## src/rtl/down_counter_4_pkg.sv

```systemverilog
// Shared constants and FSM encodings for the loadable down-counter.
package down_counter_4_pkg;

    localparam int unsigned WIDTH = 4;

    typedef logic [WIDTH-1:0] count_t;

    // 2'b11 is unused and treated as IDLE by the FSM.
    typedef enum logic [1:0] {
        ST_IDLE  = 2'b00,
        ST_COUNT = 2'b01,
        ST_DONE  = 2'b10
    } state_t;

endpackage

```

## src/rtl/down_counter_4_if.sv

```systemverilog
// Control/status bundle between the sequencing control unit and the down-counter.
interface down_counter_4_if;
    import down_counter_4_pkg::*;

    logic   load;
    count_t din;
    logic   start;
    logic   hold;
    count_t cnt;
    logic   zero;
    logic   busy;
    logic   done;

    modport master (
        output load, din, start, hold,
        input  cnt, zero, busy, done
    );

    modport slave (
        input  load, din, start, hold,
        output cnt, zero, busy, done
    );

endinterface

```

## src/rtl/down_counter_4_decrementor.sv

```systemverilog
// Ripple-borrow decrementor: a chain of half-subtractor stages with borrow-in fixed at 1.
module down_counter_4_decrementor
    import down_counter_4_pkg::*;
(
    input  count_t operand,
    output count_t result,
    output logic   bout
);

    logic [WIDTH:0] borrow;

    assign borrow[0] = 1'b1;

    // Half-subtractor per bit: difference = a ^ b, borrow = ~a & b.
    for (genvar i = 0; i < WIDTH; i++) begin : g_hsub
        assign result[i]   = operand[i] ^ borrow[i];
        assign borrow[i+1] = ~operand[i] & borrow[i];
    end

    assign bout = borrow[WIDTH];

endmodule

```

## src/rtl/down_counter_4.sv

```systemverilog
// Loadable down-counter with start/busy/done handshake for multi-cycle sequencing.
module down_counter_4
    import down_counter_4_pkg::*;
(
    input  logic             clk,
    input  logic             rst_n,
    down_counter_4_if.slave  bus
);

    state_t state;
    count_t cnt;
    logic   busy;
    logic   done;

    count_t dec;
    logic   bout;
    count_t eff_cnt;

    down_counter_4_decrementor u_dec (
        .operand (cnt),
        .result  (dec),
        .bout    (bout)
    );

    // Count a START will use: a same-cycle LOAD takes precedence over the held value.
    assign eff_cnt = bus.load ? bus.din : cnt;

    always_ff @(posedge clk or negedge rst_n) begin
        if (!rst_n) begin
            state <= ST_IDLE;
            cnt   <= '0;
            busy  <= 1'b0;
            done  <= 1'b0;
        end else begin
            case (state)
                ST_COUNT: begin
                    if (!bus.hold) begin
                        // bout guards against ever wrapping from zero.
                        if (!bout) begin
                            cnt <= dec;
                        end
                        if (bout || dec == '0) begin
                            state <= ST_DONE;
                            busy  <= 1'b0;
                            done  <= 1'b1;
                        end
                    end
                end
                ST_DONE: begin
                    state <= ST_IDLE;
                    busy  <= 1'b0;
                    done  <= 1'b0;
                end
                default: begin
                    state <= ST_IDLE;
                    busy  <= 1'b0;
                    done  <= 1'b0;
                    if (bus.load) begin
                        cnt <= bus.din;
                    end
                    if (bus.start) begin
                        cnt <= eff_cnt;
                        if (eff_cnt != '0) begin
                            state <= ST_COUNT;
                            busy  <= 1'b1;
                        end else begin
                            state <= ST_DONE;
                            done  <= 1'b1;
                        end
                    end
                end
            endcase
        end
    end

    assign bus.cnt  = cnt;
    assign bus.zero = (cnt == '0);
    assign bus.busy = busy;
    assign bus.done = done;

endmodule
```

## src/flat_wrapper.sv

```systemverilog
// flat-port wrapper written by rule: the top's interface ports become plain ports
module down_counter_4_flat import down_counter_4_pkg::*;
  (clk, rst_n, bus_load, bus_din, bus_start, bus_hold, bus_cnt, bus_zero, bus_busy, bus_done);
  down_counter_4_if bus_i ();
  input  logic clk;
  input  logic rst_n;
  input wire logic [$bits(bus_i.load)-1:0] bus_load;
  input wire logic [$bits(bus_i.din)-1:0] bus_din;
  input wire logic [$bits(bus_i.start)-1:0] bus_start;
  input wire logic [$bits(bus_i.hold)-1:0] bus_hold;
  output wire logic [$bits(bus_i.cnt)-1:0] bus_cnt;
  output wire logic [$bits(bus_i.zero)-1:0] bus_zero;
  output wire logic [$bits(bus_i.busy)-1:0] bus_busy;
  output wire logic [$bits(bus_i.done)-1:0] bus_done;
  assign bus_i.load = bus_load;
  assign bus_i.din = bus_din;
  assign bus_i.start = bus_start;
  assign bus_i.hold = bus_hold;
  assign bus_cnt = bus_i.cnt;
  assign bus_zero = bus_i.zero;
  assign bus_busy = bus_i.busy;
  assign bus_done = bus_i.done;
  down_counter_4 u_core (.clk(clk), .rst_n(rst_n), .bus(bus_i));
endmodule
```

## config.mk

```make
export PLATFORM = sky130hd
export DESIGN_NAME = down_counter_4_flat
export DESIGN_NICKNAME = d
export VERILOG_FILES = /design/src/rtl/down_counter_4_pkg.sv /design/src/rtl/down_counter_4_if.sv /design/src/rtl/down_counter_4_decrementor.sv /design/src/rtl/down_counter_4.sv /design/src/flat_wrapper.sv
export SDC_FILE = /design/constraint.sdc
export NUM_CORES = 1
export LEC_CHECK = 0
export ABC_AREA = 1
export CORE_UTILIZATION = 46
export DETAILED_ROUTE_END_ITERATION = 16
export HOLD_SLACK_MARGIN = 0.03
export PLACE_DENSITY = 0.74
export SLEW_MARGIN = 20
export SYNTH_ARGS = -nofsm -noshare
export SYNTH_HDL_FRONTEND = slang
export SYNTH_HIERARCHICAL = 1
export SYNTH_SLANG_ARGS = --single-unit
```

## constraint.sdc

```tcl
create_clock -name clk -period 2.1 [get_ports clk]
set_input_delay 0.42 -clock clk [delete_from_list [all_inputs] [get_ports clk]]
set_output_delay 0.42 -clock clk [all_outputs]
set_load 0.05 [all_outputs]
```

After elaboration in Yosys (flattened, before gate mapping)

Index checks and enable logic that the tools add are counted.

Register bits: 8
Output and inout port bits: 7
Word-level logic and storage cells: 45

Eq/ne operators: 5
Muxes and demuxes: 19
Bitwise logic cells: 11
Reductions and logical operators: 6

Operator list:

| operator                                                               | number |
|---|---|
| 4-bit two-way mux                                                      | 3 |
| 4-bit logical NOT                                                      | 2 |
| 1-bit two-way mux                                                      | 8 |
| 2-bit two-way mux                                                      | 4 |
| 4-bit one-hot mux with 2 select lines                                  | 1 |
| 1-bit NOT                                                              | 5 |
| 2-bit != test (second input constant)                                  | 2 |
| 1-bit one-hot mux with 2 select lines                                  | 2 |
| 2-bit one-hot mux with 2 select lines                                  | 1 |
| 4-bit nonzero test                                                     | 1 |
| 1-bit bitwise AND                                                      | 3 |
| 3-bit AND reduction                                                    | 1 |
| 1-bit bitwise XOR                                                      | 3 |
| 2-bit by 1-bit equality test with 1-bit output (second input constant) | 1 |
| 2-bit equality test (second input constant)                            | 1 |
| 2-bit by 1-bit != test with 1-bit output (second input constant)       | 1 |
| 2-bit AND reduction                                                    | 1 |
| 1-bit logical OR                                                       | 1 |

Logic depth before layout (Yosys ltp)

Gate-level depths: netlist of the first run.

Word-level depth: 9
Gate-level depth with buffers: 12
Gate-level depth less buffers: 12

Hierarchy

The synthesis of the first run kept the hierarchy.

Modules (own cells, without submodules):

| module                     | times used | cells an instance | area each (um2) | seq. area each (um2) |
|---|---|---|---|---|
| down_counter_4             | 1          | 83                | 535.5           | 150.1 |
| down_counter_4_decrementor | 1          | 10                | 63.8            | 0.0 |

Worst setup path after synthesis of the first run

Ideal clock, no wire load.

Path kind: reg-to-output
Start point: register u_core.cnt[3], in the netlist u_core/bus.cnt[3]
End point: output port bus_zero
Arrival time: 2.177 ns
Setup slack: -0.497 ns
Stages on the path, launching flop included: 2
Cells stage by stage: dfrtp_1 -> nor4_1

Longest elaborated chain between the ends: 1

Ends and longest elaborated chain:

| element                | RTL line             | text |
|---|---|---|
| start, declared        | down_counter_4.sv:11 | `count_t cnt;` |
| start signal, assigned | down_counter_4.sv:59 | `cnt <= bus.din;` |
| start signal, assigned | down_counter_4.sv:62 | `cnt <= eff_cnt;` |
| 4-bit logical NOT      | down_counter_4.sv:77 | `assign bus.zero = (cnt == '0);` |
| end, declared          | flat_wrapper.sv:12   | `output wire logic [$bits(bus_i.zero)-1:0] bus_zero;` |

Every way passes these cells.

Worst setup path after layout of the first run

Start point: register u_core.cnt[2], in the netlist u_core/bus.cnt[2]
End point: output port bus_cnt[2]

RTL lines:

| element       | RTL line           | text |
|---|---|---|
| end, declared | flat_wrapper.sv:11 | `output wire logic [$bits(bus_i.cnt)-1:0] bus_cnt;` |

No word-level cell between the ends.

==> results of run 1 <==
-- worst min path at each step --
stage	from	to	slack, ps	cells past startpoint
CTS	rst_n	u_core/bus.done$_DFFE_PN0P_	410	1
floorplan	rst_n	u_core/bus.busy$_DFFE_PN0P_	120	0
detailed placement	u_core/bus.busy$_DFFE_PN0P_	u_core/bus.busy$_DFFE_PN0P_	540	2
finish	rst_n	u_core/bus.cnt[3]$_DFFE_PN0P_	410	1
global placement	u_core/bus.busy$_DFFE_PN0P_	u_core/bus.busy$_DFFE_PN0P_	530	2
global route	rst_n	u_core/bus.cnt[3]$_DFFE_PN0P_	420	1
-- power by group through the flow --
stage                     clock [mW]  combinational, mW  sequential [mW]
after floorplan                    0              0.509            0.406
after global placement             0              0.899            0.230
after detailed placement           0              0.916            0.232
after CTS                      0.108              0.924            0.230
after global routing           0.112               1.03            0.240
final                          0.101              0.924            0.231
-- final cells by class --
class / count / area, µm²
flip-flops and latches: 6 / 150
well taps: 14 / 17.5
fillers: 104 / 385
inverters: 19 / 78.8
clock buffers: 3 / 22.5
repair buffers: 15 / 148
multi-input cells: 66 / 354
-- kinds of logic (layout without fill, tap and decap cells) --
family / count (synthesis) / in the layout
compound gates: 11 / 11
fa+ha+maj: 5 / 5
buf+inv: 21 / 37
flops: 6 / 6
simple gates: 50 / 50
-- metal layers --
metal / track usage / vias up / part of all wire
met2: 0.377 / 13 / 0.45
li1: - / 313 / -
met4: 0.0804 / 0 / 0
met1: 0.299 / 238 / 0.49
met3: 0.0349 / 0 / 0.059
met5: 0 / - / 0
-- metrics by stage --
stage | setup slack [ps] | utilization | total power [mW] | std cells
3_5_place_dp | 344 | 0.647 | 1.15 | 120
6_report | 202 | 0.667 | 1.26 | 123
5_1_grt | 150 | 0.667 | 1.38 | 123
4_1_cts | 192 | 0.667 | 1.26 | 123
3_3_place_gp | 369 | 0.647 | 1.13 | 120
2_1_floorplan | 59.2 | - | 0.915 | 93
-- sequential cells by signal, indices dropped and copies added, names as in the netlist --
name,flops
u_core/bus.cnt,4
u_core/bus.busy,1
u_core/bus.done,1
-- cells in the final DEF, fill, tap and decap left out, types with 2 or more instances in the layout --
master,netlist,layout
inv_1,17,17
nand2_2,2,2
clkbuf_4,0,3
nor2_1,7,7
nand2_4,2,2
o21ai_0,7,7
clkdlybuf4s50_1,0,14
ha_1,5,5
nor2_2,2,2
o21ai_1,3,3
dfrtp_1,6,6
nand2_1,34,34
==> impl_metrics.py, run 1 <==
metrics = {
    "outcome": {
        "status": "complete, no violations",
    },
    "yosys": {
        "netlist-cell-type-count": 17,
        "synth.ff_latch_count": 6,
        "yosys.area_share.simple": 0.365,
        "synthMuxAreaShare": 0,
        "synthAdderAreaFrac": 0.104,
        "avgSynthCellArea_um2": 6.44,
        "ys_seq_area_frac": 0.251,
        "synth_cells": 93,
        "synth_edf_count": 0,
        "yosysMostFrequentCell": "nand2_1",
        "synth.area.top_cells": "dfrtp_1, nand2_1, inv_1, ha_1, o21ai_0",
        "synth_warnings": 6,
        "synth-compound-area-share": 0.111,
        "ys_async_sr_fraction": 1.00,
        "syn_nets": 107,
        "synth_xor_area_frac": 0,
        "syn-cell-area_um2": 599,
        "synth_top_family_by_area": "simple AND/OR/NAND/NOR gates",
        "synth_top_area_share": 0.251,
        "synth_ff_type": "dfrtp_1",
        "synthTopCellsByCount": "nand2_1, inv_1, nor2_1, o21ai_0, dfrtp_1",
        "netlist.top_cell.by_area": "dfrtp_1",
    },
    "power": {
        "ir_drop_uv": 942,
        "p_leak_nw": 0.417,
        "netSwitchingPower_uw": 711,
        "share_comb_of_total_power": 0.735,
        "pwr-share-clk": 0.081,
        "pwr_density_cell_mw_per_mm2": 1630,
        "seq_power_share": 0.184,
        "p_sw_frac": 0.566,
        "power.internal_uw": 545,
    },
    "global_route": {
        "antenna_found_initial": 0,
        "grt_pass1_wl_um": 2260,
        "grtUsageTotal": 0.229,
        "overflow": 0,
        "grt_max_degree": 10,
        "first_global_vias": 543,
    },
    "worst_setup_path": {
        "cp.required_ps": 1680,
        "critPathLaunchType": "register",
        "path_cells": "clkdlybuf4s50_1",
        "critPathMaxFanout": 4,
        "cp_slowest_cell": "clkdlybuf4s50_1",
        "rrSetupSlack_ps": 340,
        "r2r_end": "u_core/bus.busy$_DFFE_PN0P_",
        "end_kind": "primary output",
        "reg2reg_from": "u_core/bus.cnt[0]$_DFFE_PN0P_",
        "reg2regPathDepth": 12,
        "crit_cells": 1,
        "critPathKind": "register to primary output",
        "critPathBufInv": 1,
        "critPathArrivalTime_ps": 1480,
        "crit_path_start": "u_core/bus.cnt[2]$_DFFE_PN0P_",
        "cp_top_family": "buffers and inverters",
        "crit_end": "bus_cnt[2]",
        "slowest_delay_ps": 830,
    },
    "clocking": {
        "tritoncts": "yes",
        "cts_buffer_depth": 2,
        "clkSlewWorstSetupHoldPaths_ps": 40,
        "postCtsSetupBuffers": 0,
        "clock-sinks": 6,
        "cts_made_buffers": 3,
        "clk_latency_ps": 240,
        "cts_max_level": 1,
        "cts_resized": 0,
        "cts_hold_buf": 0,
        "root_buffer": "clkbuf_4",
    },
    "placement": {
        "dpl_cell_area_um2": 748,
        "place.gp.congestion": 0.841,
        "port_buffers": 15,
        "dpl.hpwl_um": 1060,
    },
    "sta": {
        "final-max-slew-violation-count": 0,
        "finalHoldViolations": 0,
        "setup_viol": 0,
        "clock.fmax_ghz": 0.527,
        "timing.final.crit_share": 0.904,
        "setup_tns_ps": 0,
        "finalClockSkew_ps": 2.88,
        "rsz0062_at_grt": "no",
        "relSlewSlack": 0.656,
        "whs_ps": 413,
        "period_minus_slack_ps": 1900,
        "tightest_slew_ps": 514,
    },
    "layout": {
        "finalInstanceArea_um2": 771,
        "antenna_cells": 0,
        "nets": 125,
        "areaGrowthSynthToFinish_pct": 28.6,
        "layout-drive-gt1-share": 0.128,
    },
    "run": {
        "drv_cap": 0,
    },
    "die": {
        "fp-row-count": 12,
        "coreArea_mm2": 0.00116,
        "ioPinCount": 16,
        "die_w_um": 38.1,
        "start_util": 0.518,
        "dieArea_mm2": 0.00145,
        "die_h_um": 38.1,
    },
    "drt": {
        "wl_per_cell_um": 10.5,
        "dr.pass1.iters": 4,
        "routed_wl_um": 1290,
        "ant_nets": 0,
        "drc": 0,
        "viasPerCell": 4.59,
        "vias": 564,
        "first_iter_violations": 10,
    },
    "hold_path": {
        "hold_class": "input port to asynchronous set/reset pin",
    },
}
No activity file was read; power rests on OpenSTA's default activity.
==> run 2: changes to the inputs <==
--- a/config.mk
+++ b/config.mk
@@ -7,6 +7,7 @@
 export LEC_CHECK = 0
 export ABC_AREA = 1
 export CORE_UTILIZATION = 46
+export CTS_CLUSTER_SIZE = 28
 export DETAILED_ROUTE_END_ITERATION = 16
 export HOLD_SLACK_MARGIN = 0.03
 export PLACE_DENSITY = 0.74
==> results of run 2 <==
Final layout, timing and power as in run 1 (identical DEF).
==> run 3: changes to the inputs <==
--- a/config.mk
+++ b/config.mk
@@ -6,11 +6,14 @@
 export NUM_CORES = 1
 export LEC_CHECK = 0
 export ABC_AREA = 1
-export CORE_UTILIZATION = 46
+export CAP_MARGIN = 25
+export CELL_PAD_IN_SITES_DETAIL_PLACEMENT = 0
+export CELL_PAD_IN_SITES_GLOBAL_PLACEMENT = 1
+export CORE_UTILIZATION = 31
 export CTS_CLUSTER_SIZE = 28
 export DETAILED_ROUTE_END_ITERATION = 16
 export HOLD_SLACK_MARGIN = 0.03
-export PLACE_DENSITY = 0.74
+export PLACE_DENSITY = 0.73
 export SLEW_MARGIN = 20
 export SYNTH_ARGS = -nofsm -noshare
 export SYNTH_HDL_FRONTEND = slang
==> run 3 against run 2 <==
Utilization decreased by 22 points. Via count increased by 1.8%. Critical path depth unchanged. Power decreased by 0.65%. Setup slack got worse by 0.81 ps. First-iteration DRC count increased by 40%. Clock power about the same. Final area increased by 1.8%. Die area increased by 46%. Register-to-register slack about the same. Critical path type unchanged. Largest power group unchanged.
==> impl_metrics.py, run 3 (synthesis gave the netlist of run 1 again) <==
metrics = {
    "outcome": {
        "status": "complete, no violations",
    },
    "die": {
        "coreArea_mm2": 0.00176,
        "fp-row-count": 15,
        "dieArea_mm2": 0.00211,
        "start_util": 0.340,
        "die_w_um": 46.0,
        "ioPinCount": 16,
        "die_h_um": 46.0,
    },
    "clocking": {
        "tritoncts": "yes",
        "cts_made_buffers": 3,
        "cts_resized": 0,
        "cts_buffer_depth": 2,
        "clk_latency_ps": 240,
        "clkSlewWorstSetupHoldPaths_ps": 50,
        "cts_hold_buf": 0,
        "clock-sinks": 6,
        "root_buffer": "clkbuf_4",
        "cts_max_level": 1,
        "postCtsSetupBuffers": 0,
    },
    "power": {
        "pwr_density_cell_mw_per_mm2": 1590,
        "p_sw_frac": 0.564,
        "p_leak_nw": 0.417,
        "seq_power_share": 0.188,
        "pwr-share-clk": 0.083,
        "share_comb_of_total_power": 0.729,
        "netSwitchingPower_uw": 704,
        "power.internal_uw": 544,
        "ir_drop_uv": 688,
    },
    "sta": {
        "setup_viol": 0,
        "finalHoldViolations": 0,
        "tightest_slew_ps": 500,
        "timing.final.crit_share": 0.904,
        "relSlewSlack": 0.666,
        "clock.fmax_ghz": 0.527,
        "setup_tns_ps": 0,
        "period_minus_slack_ps": 1900,
        "rsz0062_at_grt": "no",
        "final-max-slew-violation-count": 0,
        "finalClockSkew_ps": 3.04,
    },
    "global_route": {
        "grtUsageMet1": 0.202,
        "met3_usage": 0.0238,
        "first_global_vias": 520,
        "grt_pass1_wl_um": 2210,
        "grt_max_degree": 10,
        "met2_usage": 0.223,
        "grtUsageTotal": 0.152,
        "antenna_found_initial": 0,
        "overflow": 0,
        "grt_busiest_layer": "met2",
    },
    "drt": {
        "wl_per_cell_um": 9.77,
        "drc": 0,
        "vias": 574,
        "ant_nets": 0,
        "first_iter_violations": 14,
        "routed_wl_um": 1310,
        "viasPerCell": 4.28,
        "dr.pass1.iters": 6,
    },
    "worst_setup_path": {
        "cp_slowest_cell": "clkdlybuf4s50_1",
        "end_kind": "primary output",
        "critPathBufInv": 1,
        "critPathKind": "register to primary output",
        "critPathArrivalTime_ps": 1480,
        "slowest_delay_ps": 830,
        "path_cells": "clkdlybuf4s50_1",
        "critPathMaxFanout": 4,
        "critPathLaunchType": "register",
        "cp.required_ps": 1680,
        "cp_top_family": "buffers and inverters",
    },
    "layout": {
        "most-common-layout-cells": "nand2_1, inv_1, clkdlybuf4s50_1",
        "nFillCells": 197,
        "largest_reg_flops": 4,
        "multi_input_area_um2": 354,
        "final-seq-area_um2": 150,
        "final_common_cell": "nand2_1",
        "antenna_cells": 0,
        "areaGrowthSynthToFinish_pct": 30.9,
        "nets": 125,
        "top_register": "u_core/bus.cnt",
        "layout.cells.non_filler": 134,
        "layout-drive-gt1-share": 0.128,
        "largestRegisters": "u_core/bus.cnt: 4 flops, u_core/bus.busy: 1 flops, u_core/bus.done: 1 flops",
    },
    "placement": {
        "port_buffers": 15,
        "place.gp.congestion": 0.766,
        "dp.cells": 131,
        "dpl.hpwl_um": 1090,
    },
    "run": {
        "drv_cap": 0,
    },
    "hold_path": {
        "hold_class": "input port to asynchronous set/reset pin",
    },
}
-- run 3: cell counts in the layout (fill, tap and decap cells not counted) --
Identical to the previous run, type by type.
-- run 3: final timing paths --
check                      slack, ps  depth (start not counted)                           from                       endpoint
setup / recovery                 200                          1  u_core/bus.cnt[2]$_DFFE_PN0P_                     bus_cnt[2]
hold / removal                   430                          1                          rst_n  u_core/bus.cnt[1]$_DFFE_PN0P_
setup reg to reg                 330                         12  u_core/bus.cnt[0]$_DFFE_PN0P_    u_core/bus.busy$_DFFE_PN0P_
hold reg to reg                  540                          2    u_core/bus.busy$_DFFE_PN0P_    u_core/bus.busy$_DFFE_PN0P_
max in group asynchronous       1450                          1                          rst_n  u_core/bus.cnt[0]$_DFFE_PN0P_
min in group clk                 540                          2    u_core/bus.busy$_DFFE_PN0P_    u_core/bus.busy$_DFFE_PN0P_
-- run 3: layout make-up --
type,instances,share of cell area
multi-input combinational,66,0.451
tap,25,0.0399
inverter,19,0.100
timing repair buffer,15,0.188
sequential,6,0.191
clock buffer,3,0.0287
-- run 3: metrics by stage --
step | hold WS, ps | total power [mW] | setup WS [ps] | instance area, µm² | util
after CTS | 431 | 1.27 | 184 | 785 | 0.445
final | 428 | 1.25 | 201 | 785 | 0.445
after detailed placement | 535 | 1.15 | 323 | 762 | 0.432
after floorplan | 124 | 0.915 | 59.2 | 606 | -
after global routing | 442 | 1.37 | 120 | 785 | 0.445
after global placement | 529 | 1.14 | 340 | 762 | 0.432
-- run 3: worst reg2reg max path, delay by kind of cell (launching register included) --
kind,cells,cell delay (ps)
simple gates,7,530
buf+inv,2,150
fa+ha+maj,3,650
flops,1,390
-- run 3: layer usage --
layer | wire length (µm) | part of all wire | vias to the layer above
met1 | 651 | 0.50 | 256
met5 | 0 | 0 | -
met4 | 0 | 0 | 0
li1 | - | - | 312
met2 | 642 | 0.49 | 6
met3 | 16 | 0.012 | 0
-- run 3: power by group through the flow --
stage	combinational, mW	clock (mW)	sequential (mW)
final	0.910	0.104	0.235
after global routing	1.02	0.113	0.244
after CTS	0.920	0.110	0.235
after detailed placement	0.916	0	0.237
after global placement	0.909	0	0.235
after floorplan	0.509	0	0.406
